===== src/rtl/axi4_lite_pkg.sv =====
// Shared AXI4-Lite definitions: response codes and the write-slave state encoding.
// Intended for reuse by the companion read slave.
package axi4_lite_pkg;

  localparam logic [1:0] RESP_OKAY   = 2'b00;
  localparam logic [1:0] RESP_SLVERR = 2'b10;
  localparam int         STRB_WIDTH  = 4;

  typedef enum logic [1:0] {
    ST_IDLE  = 2'd0,
    ST_WRITE = 2'd1,
    ST_RESP  = 2'd2
  } wr_state_e;

endpackage


===== src/rtl/axi4_lite_write_slave.sv =====
// AXI4-Lite write responder: collects one AW and one W beat in any order, issues a
// single-cycle local write pulse when the address is in the window, then answers on B.
module axi4_lite_write_slave
  import axi4_lite_pkg::*;
#(
  parameter int                    ADDR_WIDTH = 32,
  parameter int                    DATA_WIDTH = 32,
  parameter logic [ADDR_WIDTH-1:0] BASE_ADDR  = 32'h0000_0000,
  parameter logic [ADDR_WIDTH-1:0] ADDR_RANGE = 32'h0000_1000
) (
  input  logic                  clk,
  input  logic                  rst,
  input  logic [ADDR_WIDTH-1:0] S_AXI_AWADDR,
  input  logic                  S_AXI_AWVALID,
  output logic                  S_AXI_AWREADY,
  input  logic [DATA_WIDTH-1:0] S_AXI_WDATA,
  input  logic [STRB_WIDTH-1:0] S_AXI_WSTRB,
  input  logic                  S_AXI_WVALID,
  output logic                  S_AXI_WREADY,
  output logic [1:0]            S_AXI_BRESP,
  output logic                  S_AXI_BVALID,
  input  logic                  S_AXI_BREADY,
  output logic                  mem_we,
  output logic [ADDR_WIDTH-1:0] mem_addr,
  output logic [DATA_WIDTH-1:0] mem_wdata,
  output logic [STRB_WIDTH-1:0] mem_wstrb
);

  wr_state_e             state_reg, state_next;
  logic                  aw_got_reg, aw_got_next;
  logic                  w_got_reg, w_got_next;
  logic [ADDR_WIDTH-1:0] addr_buf_reg, addr_buf_next;
  logic [DATA_WIDTH-1:0] data_buf_reg, data_buf_next;
  logic [STRB_WIDTH-1:0] strb_buf_reg, strb_buf_next;
  logic [1:0]            resp_reg, resp_next;

  logic                  aw_hs;
  logic                  w_hs;
  logic                  in_range;

  // One extra bit keeps BASE_ADDR+ADDR_RANGE from wrapping at the top of the map.
  logic [ADDR_WIDTH:0]   addr_ext;
  logic [ADDR_WIDTH:0]   lo_ext;
  logic [ADDR_WIDTH:0]   hi_ext;

  assign addr_ext = {1'b0, addr_buf_reg};
  assign lo_ext   = {1'b0, BASE_ADDR};
  assign hi_ext   = {1'b0, BASE_ADDR} + {1'b0, ADDR_RANGE};
  assign in_range = (addr_ext >= lo_ext) && (addr_ext < hi_ext);

  always_ff @(posedge clk or posedge rst) begin
    if (rst) begin
      state_reg    <= ST_IDLE;
      aw_got_reg   <= 1'b0;
      w_got_reg    <= 1'b0;
      addr_buf_reg <= '0;
      data_buf_reg <= '0;
      strb_buf_reg <= '0;
      resp_reg     <= RESP_OKAY;
    end else begin
      state_reg    <= state_next;
      aw_got_reg   <= aw_got_next;
      w_got_reg    <= w_got_next;
      addr_buf_reg <= addr_buf_next;
      data_buf_reg <= data_buf_next;
      strb_buf_reg <= strb_buf_next;
      resp_reg     <= resp_next;
    end
  end

  always_comb begin
    state_next    = state_reg;
    aw_got_next   = aw_got_reg;
    w_got_next    = w_got_reg;
    addr_buf_next = addr_buf_reg;
    data_buf_next = data_buf_reg;
    strb_buf_next = strb_buf_reg;
    resp_next     = resp_reg;

    S_AXI_AWREADY = 1'b0;
    S_AXI_WREADY  = 1'b0;
    S_AXI_BVALID  = 1'b0;
    S_AXI_BRESP   = RESP_OKAY;
    mem_we        = 1'b0;
    mem_addr      = '0;
    mem_wdata     = '0;
    mem_wstrb     = '0;
    aw_hs         = 1'b0;
    w_hs          = 1'b0;

    case (state_reg)
      ST_IDLE: begin
        // Readys stay low while reset is held, even though the flags already read clear.
        S_AXI_AWREADY = !aw_got_reg && !rst;
        S_AXI_WREADY  = !w_got_reg && !rst;
        aw_hs         = S_AXI_AWVALID && S_AXI_AWREADY;
        w_hs          = S_AXI_WVALID && S_AXI_WREADY;
        if (aw_hs) begin
          aw_got_next   = 1'b1;
          addr_buf_next = S_AXI_AWADDR;
        end
        if (w_hs) begin
          w_got_next    = 1'b1;
          data_buf_next = S_AXI_WDATA;
          strb_buf_next = S_AXI_WSTRB;
        end
        if ((aw_got_reg || aw_hs) && (w_got_reg || w_hs)) begin
          state_next = ST_WRITE;
        end
      end

      ST_WRITE: begin
        mem_we      = in_range;
        mem_addr    = addr_buf_reg - BASE_ADDR;
        mem_wdata   = data_buf_reg;
        mem_wstrb   = strb_buf_reg;
        resp_next   = in_range ? RESP_OKAY : RESP_SLVERR;
        aw_got_next = 1'b0;
        w_got_next  = 1'b0;
        state_next  = ST_RESP;
      end

      ST_RESP: begin
        S_AXI_BVALID = 1'b1;
        S_AXI_BRESP  = resp_reg;
        if (S_AXI_BREADY) begin
          state_next = ST_IDLE;
        end
      end

      default: begin
        state_next  = ST_IDLE;
        aw_got_next = 1'b0;
        w_got_next  = 1'b0;
      end
    endcase
  end

endmodule

===== config.mk =====
export PLATFORM = sky130hd
export DESIGN_NAME = axi4_lite_write_slave
export DESIGN_NICKNAME = d
export VERILOG_FILES = /design/src/rtl/axi4_lite_pkg.sv /design/src/rtl/axi4_lite_write_slave.sv
export SDC_FILE = /design/constraint.sdc
export NUM_CORES = 1
export LEC_CHECK = 0
export CORE_UTILIZATION = 46
export DETAILED_ROUTE_END_ITERATION = 16
export GPL_TIMING_DRIVEN = 0
export PLACE_DENSITY = 0.83
export REMOVE_ABC_BUFFERS = 1
export SYNTH_ARGS = -nofsm -noshare
export SYNTH_HDL_FRONTEND = slang
export SYNTH_SLANG_ARGS = --single-unit

===== constraint.sdc =====
create_clock -name clk -period 3.62 [get_ports clk]
set_input_delay 0.724 -clock clk [delete_from_list [all_inputs] [get_ports clk]]
set_output_delay 0.724 -clock clk [all_outputs]
set_load 0.02 [all_outputs]

==> impl_metrics.csv <==
group,metric,value,unit
final_layout,area_growth,51.7,%
final_layout,fin_cells,499,
worst_setup_path,worstSetupPathType,"register to primary output",
place,place_inst,483,
die,initial_utilization,0.475,
timing,slew_violations,0,
route,drtAntennaViolNets,0,
global_route,grt_max_degree,41,
final_layout,nets,468,
timing,finalHoldViolCount,0,
timing,fmax,315,MHz
pwr,share_comb_of_total_power,0.439,
pwr,p_leak,2.25,nW
timing,fin_worst_skew,0.0100,ns
clock_network,clock_latency,0.34,ns
pwr,power.sequential.fraction,0.369,
final_layout,final_common_cell,"clkdlybuf4s50_1",
synth,synth_area,3420,sq um
place,dp_hpwl,5500,um
synth,synth-warning-count,0,
pwr,netSwitchingFraction,0.316,
clock_network,htreeDepth,3,
clock_network,cts_resized,0,
clock_network,clock_sinks,73,
die,dieArea,7790,sq um
clock_network,clockBufferDepth,2,
timing,setup_violations,0,
global_route,grt_first_pass_wirelength,11900,um
pwr,switchingPower,1.27,mW
worst_setup_path,path_max_fanout,37,
route,via_per_inst,4.82,
flow_run,maxCapViolations,0,
global_route,grt_pass1_vias,2488,
final_layout,num_antenna_cells,0,
clock_network,hold_buffers,0,
place,gp_congestion,0.744,
synth,avgSynthCellArea,13.6,sq um
timing,relSlewSlack,0.461,
timing,tns,0,ns
pwr,vdd_drop_max,0.402,mV
clock_network,cts_tree,"yes",
worst_setup_path,startpoint_type,"register",
route,first_pass_iters,4,
worst_setup_path,cp.arrival,2.45,ns
route,drc,0,
timing,rsz0062_at_grt,"false",
die,die_w,88.3,um
die,num_rows,31,
global_route,antenna_found_initial,0,
clock_network,cts-root-buf,"clkbuf_8",
die,die_y,88.3,um
route,vias,2407,
global_route,track_usage,0.206,
place,port-buffer-count,145,
pwr,power_density,771,nW/um^2
final_layout,fill_cells,540,
synth,synth-seq-cells,73,
worst_setup_path,end_kind,"primary output",
pwr,clockPowerShare,0.192,
synth,synthCells,251,
pwr,finalPower,4.00,mW
final_layout,finalInstanceArea,5190,sq um
synth,synthDistinctLibCells,22,
clock_network,post_cts_buffers,0,
clock_network,numCtsBuffers,9,
route,finalWirelength,7690,um
status,outcome,"completed",
timing,fin_crit,3.17,ns
die,core-area,7210,sq um
hold_path,hold_path.class,"register to register",
final_layout,final_cell_mix,"clkdlybuf4s50_1 (145), dfrtp_1 (73), and2_1 (69)",
synth,synth_area_leaders,"dfrtp_1 (53%), mux2_2 (13%), mux2_4 (13%)",
route,drt_iter0_markers,66,
timing,tightest_slew,0.806,ns
clock_network,clkTransAtPathRegs,0.07,ns
synth,synth.top_cell.area_share,0.533,
timing,finalCritPeriodShare,0.876,
place,dpl-instance-area,4950,sq um
die,ios,147,
route,wire_per_inst,15.4,um
global_route,grt_overflow_total,0,
synth,seq_area_frac_synth,0.533,
final_layout,final_layout_size_suffix_gt1_frac,0.228,
synth,yosys.area.top_type,"dfrtp_1",
worst_setup_path,cp.required,2.90,ns
pwr,p_int,2.74,mW
-- area by class of cell --
class	instances	area, sq um	share of cell area
Clock buffer	11	141	0.0272
Multi-Input combinational cell	160	1480	0.285
Inverter	4	17.5	0.00337
Timing Repair Buffer	147	1500	0.289
Clock inverter	5	103	0.0198
Tap cell	99	124	0.0238
Sequential cell	73	1830	0.352
-- synthesized netlist by cell type --
cell type	number
a21oi_1	1
mux2_4	29
nand2_2	1
nor3_1	1
and2_1	69
nand2b_1	3
or4_1	1
buf_4	1
clkbuf_1	7
nor4_4	2
and2b_1	1
o21ai_0	3
o31a_1	1
dfrtp_1	73
mux2_2	39
nor4_1	5
nand4_1	1
inv_1	4
nand2_4	1
buf_6	6
o22ai_1	1
conb_1	1
-- worst max-delay path, cell delays in order, from the launching register on --
cell and delay, ns:
dfrtp_1 0.53, and2b_2 0.54, buf_16 0.23, and2_1 0.15, clkdlybuf4s50_1 0.63
-- through the flow --
stage | utilization | hold WS (ns) | worst slack, ns
6_report | 0.720 | 0.502 | 0.450
5_1_grt | 0.720 | 0.520 | 0.304
4_1_cts | 0.720 | 0.504 | 0.431
3_5_place_dp | 0.686 | 0.486 | 0.605
3_3_place_gp | 0.679 | 0.478 | -0.394
2_1_floorplan | - | 0.471 | 0.953
-- power by group through the flow --
stage | combinational, mW | clock (mW) | sequential [mW]
after CTS | 1.78 | 0.779 | 1.48
after floorplan | 1.11 | 0 | 1.41
after global placement | 1.70 | 0 | 1.46
final | 1.76 | 0.768 | 1.48
after detailed placement | 1.77 | 0 | 1.49
after global routing | 1.88 | 0.813 | 1.53
-- kinds of logic (layout without fill, tap and decap cells) --
| family | after synthesis | count (layout) | synth area share |
|---|---|---|---|
| simple gates | 85 | 85 | 0.166 |
| compound gates | 6 | 6 | 0.0102 |
| flops | 73 | 73 | 0.533 |
| other cells | 1 | 1 | 0.00110 |
| buf+inv | 18 | 167 | 0.0340 |
| mux | 68 | 68 | 0.255 |
-- layer usage --
layer	GRT usage	wire, um	vias to the layer above
met5	0	0	-
li1	-	-	1130
met1	0.249	3150	1174
met3	0.0504	427	19
met4	0.110	241	0
met2	0.341	3880	84
-- path summary, 6_finish.rpt --
kind / slack [ns] / endpoint / cells after the start / startpoint
worst max-delay path: 0.45 / mem_wdata[6] / 4 / state_reg[0]
worst min-delay path: 0.50 / data_buf_reg[31] / 1 / data_buf_reg[31]
worst max register to register: 1.65 / addr_buf_reg[2] / 3 / state_reg[0]
worst min register to register: 0.50 / data_buf_reg[31] / 1 / data_buf_reg[31]
max in group asynchronous: 2.16 / strb_buf_reg[2] / 3 / rst
min in group asynchronous: 0.90 / addr_buf_reg[13] / 2 / rst
(Power assumes the default switching activity.)
==> edit 1: new RTL, config.mk and constraints unchanged <==
`addr_buf_reg`, `data_buf_reg` and `strb_buf_reg` no longer have a reset.
--- a/src/rtl/axi4_lite_write_slave.sv
+++ b/src/rtl/axi4_lite_write_slave.sv
@@ -53,19 +53,19 @@
       state_reg    <= ST_IDLE;
       aw_got_reg   <= 1'b0;
       w_got_reg    <= 1'b0;
-      addr_buf_reg <= '0;
-      data_buf_reg <= '0;
-      strb_buf_reg <= '0;
       resp_reg     <= RESP_OKAY;
     end else begin
       state_reg    <= state_next;
       aw_got_reg   <= aw_got_next;
       w_got_reg    <= w_got_next;
-      addr_buf_reg <= addr_buf_next;
-      data_buf_reg <= data_buf_next;
-      strb_buf_reg <= strb_buf_next;
       resp_reg     <= resp_next;
     end
+  end
+
+  always_ff @(posedge clk) begin
+    addr_buf_reg <= addr_buf_next;
+    data_buf_reg <= data_buf_next;
+    strb_buf_reg <= strb_buf_next;
   end
 
   always_comb begin
Formal check against the unedited RTL: same outputs for any inputs over 10 cycles, from zero or initial values and one cycle with rst high; that may be too few to reach the edited logic, so the function may still have changed.
==> edit 1 against the original RTL <==
Non-clock buffer count decreased by 1. Area after synthesis down 18%. Register-to-register slack got worse by 0.08 ns. Wire length is 27% lower. Global-route usage is 2.2 points lower. Clock skew barely moved. Clock power is 4.4% lower. Power shrank 29%. Sequential cell count unchanged. Setup slack got worse by 0.11 ns. Cell area is 12% lower. First-iteration DRC count up 15%. Critical endpoint is now mem_wdata[13]. Highest routed layer unchanged.
==> edit 1: results (changes against the original RTL) <==
<table>
<tr><th>Metric</th><th>Value</th></tr>
<tr><th colspan="2">Worst setup path</th></tr>
<tr><td>Crit path capture</td><td>mem_wdata[13]</td></tr>
<tr><td>FF-to-FF setup slack</td><td>1.57 ns (-0.08 ns)</td></tr>
<tr><td>Cell class contributing the biggest share of worst-path delay</td><td>simple AND/OR/NAND/NOR gates</td></tr>
<tr><td>CP peak stage delay</td><td>0.87 ns (+0.24 ns)</td></tr>
<tr><td>Slowest stage cell, crit path</td><td>nor2b_4</td></tr>
<tr><td>WP data arrival</td><td>2.56 ns (+0.11 ns)</td></tr>
<tr><td>Reg-to-reg startpoint</td><td>state_reg[1]</td></tr>
<tr><th colspan="2">Drt</th></tr>
<tr><td>Detail Route met2 WL</td><td>2940 µm (-24%)</td></tr>
<tr><td>Overall via count from detail_route</td><td>1879 (-22%)</td></tr>
<tr><td>Per-cell routed wire length</td><td>13.8 µm (-10%)</td></tr>
<tr><td>Post-Route M1 WL</td><td>2180 µm (-31%)</td></tr>
<tr><td>Number of DRC violations after detailed-routing iteration 0</td><td>76 (+15%)</td></tr>
<tr><th colspan="2">Synthesis</th></tr>
<tr><td>Number of enable-type register cells in the synthesized netlist</td><td>68 (+68)</td></tr>
<tr><td>Proportion of synthesized area in mux cells</td><td>0 (-0.255)</td></tr>
<tr><td>Top cells by area in the synthesized netlist</td><td>edfxtp_1 72%, and2_1 16%, dfrtp_1 4.4%</td></tr>
<tr><td>Share of synthesized flip-flops with an asynchronous set or reset</td><td>0.0685 (-0.932)</td></tr>
<tr><td>Ys flop type</td><td>edfxtp_1</td></tr>
<tr><td>Most instantiated cells after synthesis</td><td>70 x and2_1, 68 x edfxtp_1, 6 x nor4_1, 5 x dfrtp_1</td></tr>
<tr><td>Number of unique standard cell types used by synthesis</td><td>21 (-4.5%)</td></tr>
<tr><td>Post-synthesis sequential area ratio</td><td>0.767 (+0.234)</td></tr>
<tr><th colspan="2">Run status</th></tr>
<tr><td>Status</td><td>finished clean</td></tr>
<tr><th colspan="2">Cells and area</th></tr>
<tr><td>Share of layout cells above drive strength 1</td><td>0.0571 (-0.170)</td></tr>
<tr><th colspan="2">Global route</th></tr>
<tr><td>First-pass GRT wire length</td><td>8600 µm (-28%)</td></tr>
<tr><td>Total routing usage reported by global routing</td><td>0.183 (-0.0222)</td></tr>
<tr><td>Via count of the first global-routing pass</td><td>1845 (-26%)</td></tr>
<tr><th colspan="2">Hold path</th></tr>
<tr><td>Startpoint of the tightest hold check path</td><td>aw_got_reg</td></tr>
<tr><td>Worst hold path depth</td><td>2 (+1)</td></tr>
<tr><th colspan="2">STA</th></tr>
<tr><td>Fmax</td><td>305 MHz (-3.4%)</td></tr>
<tr><th colspan="2">Power and ir drop</th></tr>
<tr><td>IR Drop Worst-Case VDD</td><td>398 µV (-0.96%)</td></tr>
<tr><td>Sw Pwr</td><td>0.834 mW (-34%)</td></tr>
<tr><th colspan="2">Placement</th></tr>
<tr><td>Post-Place Worst Slack</td><td>0.536 ns (-0.0694 ns)</td></tr>
<tr><td>Number of placed instances, taps included</td><td>392 (-19%)</td></tr>
</table>
edit 1: metal layers:
metal  vias to the layer above  track usage
li1                        925            -
met1                       854        0.204
met2                        91        0.322
met3                         9       0.0534
met4                         0       0.0839
met5                         -            0
edit 1: cell families after synthesis:
logic type,after synthesis
compound gates,6
flops,73
buf+inv,10
other cells,1
simple gates,89
edit 1: final cells by class:
cell class | instances | area [µm²] | share of cell area
clock inverters | 6 | 106 | 0.0232
repair buffers | 146 | 1480 | 0.323
clock buffers | 10 | 128 | 0.0279
inverters | 2 | 7.51 | 0.00164
flip-flops and latches | 73 | 2170 | 0.473
multi-input cells | 96 | 599 | 0.131
well taps | 75 | 93.8 | 0.0205
edit 1: power by group through the flow:
stage	Combinational [mW]	Sequential (mW)	Clock (mW)
after CTS	1.01	1.11	0.743
after floorplan	0.498	1.11	0
after global routing	1.07	1.12	0.780
final	1.00	1.11	0.734
after global placement	0.984	1.12	0
after detailed placement	1.01	1.12	0
==> edit 2: new RTL, same flow settings <==
Without the edit above. Set the package constant `STRB_WIDTH` to 6 (it was 4).
--- a/src/rtl/axi4_lite_pkg.sv
+++ b/src/rtl/axi4_lite_pkg.sv
@@ -4,7 +4,7 @@
 
   localparam logic [1:0] RESP_OKAY   = 2'b00;
   localparam logic [1:0] RESP_SLVERR = 2'b10;
-  localparam int         STRB_WIDTH  = 4;
+  localparam int         STRB_WIDTH  = 6;
 
   typedef enum logic [1:0] {
     ST_IDLE  = 2'd0,
Ports: changed (resized S_AXI_WSTRB and mem_wstrb); port bits go from 147 to 151. The function was not compared with the original's and may differ.
==> edit 2 against the original RTL <==
Clock skew is 0.00054 ns lower. Critical path depth stayed put. Setup slack worse by 0.064 ns. First-iteration DRC count is 74% higher. Sequential share of layout area is 0.56 points higher. Cell area is 1.1% higher. Fmax is 2.0% lower. Combinational power is 3% lower. Non-clock buffer count is 4 higher. Area after synthesis is 1.6% higher. Power is 2.5% lower. Hold slack worse by 0.0040 ns. Wire length is 2.7% higher. Sequential cell count is 2 higher. Largest cell class unchanged. Largest power group unchanged.
==> edit 2: results (changes against the original RTL) <==
<table>
<tr><th>Metric</th><th>Value</th></tr>
<tr><th colspan="2">Global route</th></tr>
<tr><td>Via count of the first global-routing pass</td><td>2454 (-1.4%)</td></tr>
<tr><td>Total routing usage reported by global routing</td><td>0.208 (+0.00279)</td></tr>
<tr><td>First-pass GRT wire length</td><td>12100 µm (+1.9%)</td></tr>
<tr><td>Largest net degree at the start of global routing</td><td>42 (+2.4%)</td></tr>
<tr><th colspan="2">Worst setup path</th></tr>
<tr><td>Crit path max fanout</td><td>41 (+11%)</td></tr>
<tr><td>WP data arrival</td><td>2.51 ns (+0.06 ns)</td></tr>
<tr><td>FF-to-FF setup slack</td><td>1.47 ns (-0.18 ns)</td></tr>
<tr><th colspan="2">Clock tree</th></tr>
<tr><td>Maximum level of the CTS H-tree</td><td>3 (unchanged)</td></tr>
<tr><th colspan="2">Run status</th></tr>
<tr><td>Status</td><td>finished clean</td></tr>
<tr><th colspan="2">STA</th></tr>
<tr><td>Largest clock skew in the final design</td><td>0.00950 ns (-0.000544 ns)</td></tr>
<tr><td>Hold_ws</td><td>0.498 ns (-0.00405 ns)</td></tr>
<tr><td>Transition time at the pin with the least slew margin</td><td>1.09 ns (+0.285 ns)</td></tr>
<tr><th colspan="2">Hold path</th></tr>
<tr><td>Hold Crit Endpoint</td><td>addr_buf_reg[10]</td></tr>
<tr><td>Startpoint of the tightest hold check path</td><td>addr_buf_reg[10]</td></tr>
<tr><th colspan="2">Power and ir drop</th></tr>
<tr><td>IR Drop Worst-Case VDD</td><td>346 µV (-14%)</td></tr>
<tr><td>Leakage</td><td>2.24 nW (-0.44%)</td></tr>
<tr><th colspan="2">Synthesis</th></tr>
<tr><td>Top cells by area in the synthesized netlist</td><td>dfrtp_1 54%, mux2_2 16%, and2_1 13%</td></tr>
<tr><td>Most instantiated cells after synthesis</td><td>75 x dfrtp_1, 71 x and2_1, 50 x mux2_2, 20 x mux2_4, 7 x clkbuf_1</td></tr>
<tr><td>Post-synthesis sequential area ratio</td><td>0.540 (+0.00614)</td></tr>
<tr><td>Number of unique standard cell types used by synthesis</td><td>23 (+4.5%)</td></tr>
<tr><th colspan="2">Cells and area</th></tr>
<tr><td>Share of layout cells above drive strength 1</td><td>0.227 (-0.000671)</td></tr>
<tr><td>Fin nets</td><td>481 (+2.8%)</td></tr>
<tr><th colspan="2">Placement</th></tr>
<tr><td>Weighted congestion reported at the end of routability-driven placement</td><td>0.737 (-1.0%)</td></tr>
<tr><td>I/O Buffers</td><td>149 (+2.8%)</td></tr>
<tr><td>Post-DP HPWL</td><td>5620 µm (+2.3%)</td></tr>
<tr><th colspan="2">Drt</th></tr>
<tr><td>Per-cell routed wire length</td><td>15.5 µm (+0.65%)</td></tr>
<tr><td>Number of DRC violations after detailed-routing iteration 0</td><td>115 (+74%)</td></tr>
</table>
-- edit 2: cell types whose count changed in the layout (fill, tap and decap cells not counted), moves of 2 or more --
cell | before | now
mux2_4 | 29 | 20
dfrtp_1 | 73 | 75
mux2_2 | 39 | 50
and2_1 | 69 | 71
nor2_1 | 0 | 2
clkdlybuf4s50_1 | 145 | 149
-- edit 2: power by group through the flow --
stage	logic, mW	clock network [mW]	registers [mW]
2_1_floorplan	1.07	0	1.43
3_3_place_gp	1.66	0	1.49
3_5_place_dp	1.72	0	1.52
4_1_cts	1.73	0.717	1.51
5_1_grt	1.83	0.743	1.56
6_report	1.70	0.695	1.51
-- edit 2: layout make-up --
cell class / count / area [µm²] / area share
well taps: 99 / 124 / 0.0236
flip-flops and latches: 75 / 1880 / 0.357
repair buffers: 151 / 1530 / 0.292
inverters: 3 / 13.8 / 0.00262
clock inverters: 5 / 77.6 / 0.0148
multi-input cells: 166 / 1490 / 0.284
clock buffers: 10 / 138 / 0.0262
-- edit 2: how the worst max path moves through the flow --
stage | to | slack (ns)
6_report | mem_wstrb[2] | 0.39
2_1_floorplan | mem_addr[0] | 0.49
5_1_grt | mem_addr[10] | 0.24
4_1_cts | mem_wstrb[2] | 0.33
3_3_place_gp | mem_addr[20] | -1.43
3_5_place_dp | S_AXI_AWREADY | 0.66
-- edit 2: stage by stage --
stage | instances | area (µm²) | setup slack, ns | setup TNS, ns | util
global route | 509 | 5250 | 0.237 | 0 | 0.720
detailed placement | 494 | 5040 | 0.661 | 0 | 0.691
CTS | 509 | 5250 | 0.328 | 0 | 0.720
finish | 509 | 5250 | 0.387 | 0 | 0.720
floorplan | 244 | 3370 | 0.493 | 0 | -
global placement | 492 | 4990 | -1.43 | -134.99 | 0.684
-- edit 2: kinds of logic (layout without fill, tap and decap cells) --
group                  count (synthesis)  in the layout  synth area share
buffers and inverters                 18            169            0.0338
and+or+nand+nor                       89             89             0.167
DFF                                   75             75             0.540
muxes                                 70             70             0.248
other                                  1              1           0.00108
AOI/OAI and AO/OA                      6              6            0.0101
-- edit 2: per-layer routing --
metal | vias to the layer above | GRT usage | part of all wire
met5 | - | 0 | 0
met4 | 0 | 0.114 | 0.027
met3 | 14 | 0.0554 | 0.062
met2 | 84 | 0.335 | 0.49
met1 | 1201 | 0.258 | 0.42
li1 | 1161 | - | -
